===== config.mk =====
export PLATFORM = sky130hd
export DESIGN_NAME = int8_array_sched_flat
export DESIGN_NICKNAME = d
export VERILOG_FILES = /design/src/rtl/int8_array_sched_pkg.sv /design/src/rtl/int8_array_sched_if.sv /design/src/rtl/int8_array_sched_labft_chk_cmp.sv /design/src/rtl/int8_array_sched.sv /design/src/flat_wrapper.sv
export SDC_FILE = /design/constraint.sdc
export NUM_CORES = 1
export LEC_CHECK = 0
export BUFFER_PORTS_ARGS = -buffer_cell sky130_fd_sc_hd__buf_2
export CORE_UTILIZATION = 30
export DETAILED_ROUTE_END_ITERATION = 6
export GPL_TIMING_DRIVEN = 0
export PLACE_DENSITY = 0.56
export SLEW_MARGIN = 20
export SYNTH_ARGS = -nofsm -noshare
export SYNTH_HDL_FRONTEND = slang
export SYNTH_HIERARCHICAL = 1
export SYNTH_SLANG_ARGS = --single-unit

===== constraint.sdc =====
create_clock -name clk -period 5 [get_ports clk]
set_input_delay 0.5 -clock clk [delete_from_list [all_inputs] [get_ports clk]]
set_output_delay 0.5 -clock clk [all_outputs]
set_load 0.05 [all_outputs]

===== src/rtl/int8_array_sched_pkg.sv =====
// Shared types and helpers for the int8 systolic-array run sequencer.
package int8_array_pkg;

  localparam logic [2:0] S_IDLE   = 3'd0;
  localparam logic [2:0] S_LOAD   = 3'd1;
  localparam logic [2:0] S_STREAM = 3'd2;
  localparam logic [2:0] S_DRAIN  = 3'd3;
  localparam logic [2:0] S_CHECK  = 3'd4;
  localparam logic [2:0] S_DONE   = 3'd5;

  typedef enum logic [2:0] {
    ST_IDLE   = S_IDLE,
    ST_LOAD   = S_LOAD,
    ST_STREAM = S_STREAM,
    ST_DRAIN  = S_DRAIN,
    ST_CHECK  = S_CHECK,
    ST_DONE   = S_DONE
  } sched_state_t;

  // Cycles for the last activation to ripple through the skewed grid and MAC pipe.
  function automatic int unsigned drain_cycles(input int unsigned rows,
                                               input int unsigned cols,
                                               input int unsigned mac_lat);
    return rows + cols + mac_lat;
  endfunction

endpackage


===== src/rtl/int8_array_sched_if.sv =====
// Job, weight/activation handshake and checksum bus between front end and sequencer.
interface int8_array_sched_if #(
  parameter int unsigned ROWS         = 4,
  parameter int unsigned K_MAX        = 1024,
  parameter int unsigned outputBits   = 32,
  parameter int unsigned ERR_CNT_BITS = 8
);
  localparam int unsigned KW = $clog2(K_MAX + 1);
  localparam int unsigned RW = (ROWS > 1) ? $clog2(ROWS) : 1;

  logic                    start;
  logic                    abort;
  logic [KW-1:0]           k_len;
  logic                    busy;
  logic                    done;
  logic                    w_req;
  logic                    w_valid;
  logic                    e_enable;
  logic [RW-1:0]           w_row;
  logic                    act_req;
  logic                    act_valid;
  logic                    feed_en;
  logic                    chk_valid;
  logic [outputBits-1:0]   data_sum;
  logic [outputBits-1:0]   chk_val;
  logic                    err_flag;
  logic [ERR_CNT_BITS-1:0] err_cnt;

  modport master (
    output start, abort, k_len, w_valid, act_valid, chk_valid, data_sum, chk_val,
    input  busy, done, w_req, e_enable, w_row, act_req, feed_en, err_flag, err_cnt
  );

  modport slave (
    input  start, abort, k_len, w_valid, act_valid, chk_valid, data_sum, chk_val,
    output busy, done, w_req, e_enable, w_row, act_req, feed_en, err_flag, err_cnt
  );
endinterface


===== src/rtl/int8_array_sched_labft_chk_cmp.sv =====
// LABFT row compare: flags data_sum != chk_val and counts mismatches (saturating).
module labft_chk_cmp #(
  parameter int unsigned outputBits   = 32,
  parameter int unsigned ERR_CNT_BITS = 8
) (
  input  logic                    clk,
  input  logic                    rst,
  input  logic                    clr,
  input  logic                    en,
  input  logic [outputBits-1:0]   data_sum,
  input  logic [outputBits-1:0]   chk_val,
  output logic                    err_flag,
  output logic [ERR_CNT_BITS-1:0] err_cnt
);

  // Sticky flag and saturating count, cleared when a new job is accepted.
  always_ff @(posedge clk or posedge rst) begin
    if (rst) begin
      err_flag <= 1'b0;
      err_cnt  <= '0;
    end else if (clr) begin
      err_flag <= 1'b0;
      err_cnt  <= '0;
    end else if (en && (data_sum != chk_val)) begin
      err_flag <= 1'b1;
      if (err_cnt != '1) err_cnt <= err_cnt + ERR_CNT_BITS'(1);
    end
  end

endmodule


===== src/rtl/int8_array_sched.sv =====
// Run sequencer: weight preload, activation stream, drain, checksum check.
module int8_array_sched #(
  parameter int unsigned ROWS         = 4,
  parameter int unsigned COLS         = 4,
  parameter int unsigned K_MAX        = 1024,
  parameter int unsigned MAC_LAT      = 2,
  parameter int unsigned outputBits   = 32,
  parameter int unsigned ERR_CNT_BITS = 8
) (
  input logic              clk,
  input logic              rst,
  int8_array_sched_if.slave bus
);
  import int8_array_pkg::*;

  localparam int unsigned KW           = $clog2(K_MAX + 1);
  localparam int unsigned RW           = (ROWS > 1) ? $clog2(ROWS) : 1;
  localparam int unsigned DRAIN_CYCLES = drain_cycles(ROWS, COLS, MAC_LAT);

  sched_state_t  state;
  logic [RW-1:0] w_row_q;
  logic [KW-1:0] k_q;
  logic [KW-1:0] cnt;
  logic          done_q;

  logic idle, clr, accept, zero_job, abort_hit;
  logic load_beat, stream_beat, chk_beat;
  logic last_w, last_a, drain_end, last_c;

  assign idle        = (state == ST_IDLE);
  assign clr         = idle & bus.start;
  assign accept      = clr & (bus.k_len != '0);
  assign zero_job    = clr & (bus.k_len == '0);
  assign abort_hit   = bus.abort & ~idle;

  assign load_beat   = (state == ST_LOAD)   & bus.w_valid   & ~bus.abort;
  assign stream_beat = (state == ST_STREAM) & bus.act_valid & ~bus.abort;
  assign chk_beat    = (state == ST_CHECK)  & bus.chk_valid & ~bus.abort;

  assign last_w      = load_beat   & (w_row_q == RW'(ROWS - 1));
  assign last_a      = stream_beat & (cnt == k_q - KW'(1));
  assign drain_end   = (state == ST_DRAIN) & (cnt == KW'(DRAIN_CYCLES - 1));
  assign last_c      = chk_beat    & (cnt == KW'(ROWS - 1));

  assign bus.busy     = ~idle;
  assign bus.done     = done_q;
  assign bus.w_req    = (state == ST_LOAD);
  assign bus.act_req  = (state == ST_STREAM);
  assign bus.e_enable = load_beat;
  assign bus.feed_en  = stream_beat;
  assign bus.w_row    = w_row_q;

  // Phase sequencing; abort overrides every other transition.
  always_ff @(posedge clk or posedge rst) begin
    if (rst) begin
      state <= ST_IDLE;
    end else if (abort_hit) begin
      state <= ST_IDLE;
    end else begin
      case (state)
        ST_IDLE:   if (accept)    state <= ST_LOAD;
        ST_LOAD:   if (last_w)    state <= ST_STREAM;
        ST_STREAM: if (last_a)    state <= ST_DRAIN;
        ST_DRAIN:  if (drain_end) state <= ST_CHECK;
        ST_CHECK:  if (last_c)    state <= ST_DONE;
        ST_DONE:                  state <= ST_IDLE;
        default:                  state <= ST_IDLE;
      endcase
    end
  end

  // Weight row index and latched job length.
  always_ff @(posedge clk or posedge rst) begin
    if (rst) begin
      w_row_q <= '0;
      k_q     <= '0;
    end else if (accept) begin
      w_row_q <= '0;
      k_q     <= bus.k_len;
    end else if (load_beat) begin
      w_row_q <= last_w ? '0 : w_row_q + RW'(1);
    end
  end

  // One counter serves stream beats, drain cycles and checked rows in turn.
  always_ff @(posedge clk or posedge rst) begin
    if (rst) begin
      cnt <= '0;
    end else if (accept || abort_hit) begin
      cnt <= '0;
    end else if (stream_beat) begin
      cnt <= last_a ? '0 : cnt + KW'(1);
    end else if (state == ST_DRAIN) begin
      cnt <= drain_end ? '0 : cnt + KW'(1);
    end else if (chk_beat) begin
      cnt <= last_c ? '0 : cnt + KW'(1);
    end
  end

  // Single-cycle done, for both a completed job and a zero-length request.
  always_ff @(posedge clk or posedge rst) begin
    if (rst) done_q <= 1'b0;
    else     done_q <= zero_job | last_c;
  end

  labft_chk_cmp #(
    .outputBits  (outputBits),
    .ERR_CNT_BITS(ERR_CNT_BITS)
  ) u_chk (
    .clk     (clk),
    .rst     (rst),
    .clr     (clr),
    .en      (chk_beat),
    .data_sum(bus.data_sum),
    .chk_val (bus.chk_val),
    .err_flag(bus.err_flag),
    .err_cnt (bus.err_cnt)
  );

endmodule


===== src/flat_wrapper.sv =====
// flat-port wrapper written by rule: the top's interface ports become plain ports
module int8_array_sched_flat import int8_array_pkg::*;
#(
  parameter int unsigned ROWS         = 4,
  parameter int unsigned COLS         = 4,
  parameter int unsigned K_MAX        = 1024,
  parameter int unsigned MAC_LAT      = 2,
  parameter int unsigned outputBits   = 32,
  parameter int unsigned ERR_CNT_BITS = 8
)
  (clk, rst, bus_start, bus_abort, bus_k_len, bus_w_valid, bus_act_valid, bus_chk_valid, bus_data_sum, bus_chk_val, bus_busy, bus_done, bus_w_req, bus_e_enable, bus_w_row, bus_act_req, bus_feed_en, bus_err_flag, bus_err_cnt);
  int8_array_sched_if #(.ROWS(ROWS), .K_MAX(K_MAX), .outputBits(outputBits), .ERR_CNT_BITS(ERR_CNT_BITS)) bus_i ();
  input logic clk;
  input logic rst;
  input wire logic [$bits(bus_i.start)-1:0] bus_start;
  input wire logic [$bits(bus_i.abort)-1:0] bus_abort;
  input wire logic [$bits(bus_i.k_len)-1:0] bus_k_len;
  input wire logic [$bits(bus_i.w_valid)-1:0] bus_w_valid;
  input wire logic [$bits(bus_i.act_valid)-1:0] bus_act_valid;
  input wire logic [$bits(bus_i.chk_valid)-1:0] bus_chk_valid;
  input wire logic [$bits(bus_i.data_sum)-1:0] bus_data_sum;
  input wire logic [$bits(bus_i.chk_val)-1:0] bus_chk_val;
  output wire logic [$bits(bus_i.busy)-1:0] bus_busy;
  output wire logic [$bits(bus_i.done)-1:0] bus_done;
  output wire logic [$bits(bus_i.w_req)-1:0] bus_w_req;
  output wire logic [$bits(bus_i.e_enable)-1:0] bus_e_enable;
  output wire logic [$bits(bus_i.w_row)-1:0] bus_w_row;
  output wire logic [$bits(bus_i.act_req)-1:0] bus_act_req;
  output wire logic [$bits(bus_i.feed_en)-1:0] bus_feed_en;
  output wire logic [$bits(bus_i.err_flag)-1:0] bus_err_flag;
  output wire logic [$bits(bus_i.err_cnt)-1:0] bus_err_cnt;
  assign bus_i.start = bus_start;
  assign bus_i.abort = bus_abort;
  assign bus_i.k_len = bus_k_len;
  assign bus_i.w_valid = bus_w_valid;
  assign bus_i.act_valid = bus_act_valid;
  assign bus_i.chk_valid = bus_chk_valid;
  assign bus_i.data_sum = bus_data_sum;
  assign bus_i.chk_val = bus_chk_val;
  assign bus_busy = bus_i.busy;
  assign bus_done = bus_i.done;
  assign bus_w_req = bus_i.w_req;
  assign bus_e_enable = bus_i.e_enable;
  assign bus_w_row = bus_i.w_row;
  assign bus_act_req = bus_i.act_req;
  assign bus_feed_en = bus_i.feed_en;
  assign bus_err_flag = bus_i.err_flag;
  assign bus_err_cnt = bus_i.err_cnt;
  int8_array_sched #(.ROWS(ROWS), .COLS(COLS), .K_MAX(K_MAX), .MAC_LAT(MAC_LAT), .outputBits(outputBits), .ERR_CNT_BITS(ERR_CNT_BITS)) u_core (.clk(clk), .rst(rst), .bus(bus_i));
endmodule

==> qor.yml <==
ys_seq_area_frac: 0.313
avgSynthCellArea_um2: 9.00
skew_ns: 0.00526
cts_resized: 0
finalSetupViolCount: 0
num-nets-final: 520
area_growth_pct: 25.6
synthesis.area_um2: 2960
rr_worst_depth: 9
r2r_end: "u_core/state[0]"
postRouteAntennaNets: 0
synth_fp_nets: 416
ys_types: 59
die-height_um: 101
worst_setup_path_end_kind: "flop"
crit_type: "flop to flop"
power_density_nw_per_um2: 373
startpoint: "u_core/k_q[0]"
cp.arrival_ns: 2.61
drv_slew: 0
pin_count: 99
die_x_um: 101
drc: 0
slew_headroom: 0.589
vdd_drop_max_uv: 219
rsz0062_at_grt: "no"
cap_violations: 0
viasPerCell: 5.00
final_cell_mix: "buf_2 (105), xnor2_1 (39), dfrtp_1 (37), nand2_1 (29), nor2_1 (21)"
dieArea_um2: 10300
worst_pin_slew_ns: 0.616
stdcell_count: 563
cts_setup_buffers: 0
placed_area_um2: 3610
fmax_mhz: 410
place_inst: 555
coreArea_um2: 9420
ys.flop_type: "dfrtp_1"
grt_pass1_vias: 2704
synth_edf_count: 0
reg2reg_from: "u_core/k_q[0]"
crit_end: "u_core/state[0]"
min_period_ns: 2.44
design_area_um2: 3720
postCtsHoldBufs: 0
routed_wl_mm: 7.72
drt-pass1-iter-count: 4
dpl.hpwl_mm: 6.22
finalWeightedCongestion: 0.811
n_antenna_cell: 0
grt-ovfl-total: 0
grt_max_degree: 29
cp.required_ns: 5.18
worstHoldPathType: "input pin to asynchronous set/reset pin"
dr_total_vias: 2817
yosysWarnings: 6
wl_per_cell_um: 13.7
drive_gt1_frac: 0.339
finish.utilization: 0.395
portBuffers: 97
rows: 35
p_leak_nw: 1.67
async_flop_share: 1.00
status: "finished clean"
grt_pass1_wl_mm: 12.6
mostFrequentLayoutCell: "buf_2"
numClockSinks: 37
htree_num_levels: 2
antenna_found_initial: 0
post-route-period-util: 0.487
crit_fanout: 10
path_clk_slew_ns: 0.08
finalHoldViolCount: 0
cp-start-kind: "flop"
grt_usage: 0.157
drtIter0Drc: 105
synth-seq-cells: 37
initial_core_util: 0.314
syn_inst: 329
clock_latency_ns: 0.29
cts_buffers: 5
ctsRootBufferMaster: "clkbuf_8"
rrSetupSlack_ns: 2.56
power.total_mw: 1.39
cts_tree: "yes"
fin_tns_setup_ns: 0
cts.path.max_buffers: 2
## worst min-delay path by stage
stage                                startpoint                 endpoint  slack (ns)  depth (start not counted)
after floorplan                             rst  u_core/u_chk/err_cnt[0]        0.33                          1
after global placement    u_core/u_chk/err_flag    u_core/u_chk/err_flag        0.48                          2
after detailed placement                    rst    u_core/u_chk/err_flag        0.50                          2
after CTS                                   rst  u_core/u_chk/err_cnt[2]        0.18                          2
after global routing                        rst  u_core/u_chk/err_cnt[2]        0.20                          2
final                                       rst  u_core/u_chk/err_cnt[2]        0.18                          2
## state kept, by name, indices dropped and copies added (netlist names)
signal	flops
u_core/bus.done	1
u_core/bus.w_row	2
u_core/cnt	11
u_core/k_q	11
u_core/state	3
u_core/u_chk/err_cnt	8
u_core/u_chk/err_flag	1
## Yosys cell counts (all sizes together), types with 2 or more instances
library cell	number	area [µm²]
and4	7	67.6
nor3b	2	15.0
nor2	21	78.8
nor4	8	75.1
nand2	30	115
xnor2	39	342
nand2b	5	31.3
nor2b	10	62.6
xor2	5	43.8
clkbuf	8	30.0
mux2	14	176
a21o	2	15.0
o2111ai	5	50.0
ha	5	62.6
a21oi	4	23.8
o21bai	2	15.0
nand3	12	60.1
and3	10	62.6
buf	11	70.1
a31oi	4	40.0
dfrtp	37	926
nand4b	2	17.5
nor3	10	61.3
o211ai	17	128
nand4	12	75.1
and2	2	12.5
o21ai	12	71.3
nand3b	2	15.0
inv	13	48.8
or2	2	12.5
## layer usage
layer | global-route usage | up-vias | wire (µm)
met5 | 0 | - | 0
li1 | - | 1404 | -
met4 | 0.0557 | 0 | 84
met2 | 0.276 | 99 | 3810
met1 | 0.189 | 1307 | 3390
met3 | 0.0317 | 7 | 433
## stage by stage
step / setup WS [ns] / hold WS, ns
after global placement: 2.58 / 0.478
after floorplan: 2.63 / 0.328
after global routing: 2.39 / 0.205
after detailed placement: 2.57 / 0.497
final: 2.56 / 0.176
after CTS: 2.55 / 0.178
## worst max-delay path, stage by stage (launching register included)
cell and delay, ns:
dfrtp_1 0.42, inv_1 0.09, ha_1 0.24, nor2b_1 0.35, and2_1 0.20, o2111ai_1 0.12, nor2_1 0.28, buf_2 0.29
o21ai_1 0.11, a31o_1 0.23
## report_power, final
group	switching (mW)	internal (mW)
Clock	0.110	0.150
Combinational	0.413	0.266
Sequential	0.0836	0.366
## kinds of logic after synthesis
| kind of cell | after synthesis | synth area share |
|---|---|---|
| AO/OA/AOI/OAI | 57 | 0.153 |
| XOR/XNOR | 44 | 0.130 |
| buffers and inverters | 32 | 0.0503 |
| adder cells (fa/ha/maj) | 5 | 0.0211 |
| flip-flops | 37 | 0.313 |
| AND/OR/NAND/NOR | 139 | 0.270 |
| multiplexers | 15 | 0.0630 |
## cell type report
| cell class | count | area (µm²) |
|---|---|---|
| plain buffers | 19 | 100 |
| clock inverters | 2 | 38.8 |
| repair buffers | 97 | 485 |
| flip-flops and latches | 37 | 926 |
| clock buffers | 6 | 72.6 |
| inverters | 13 | 48.8 |
| well taps | 129 | 161 |
| multi-input cells | 260 | 1890 |
| fillers | 935 | 5700 |
Power figures use the tool's default switching activity.
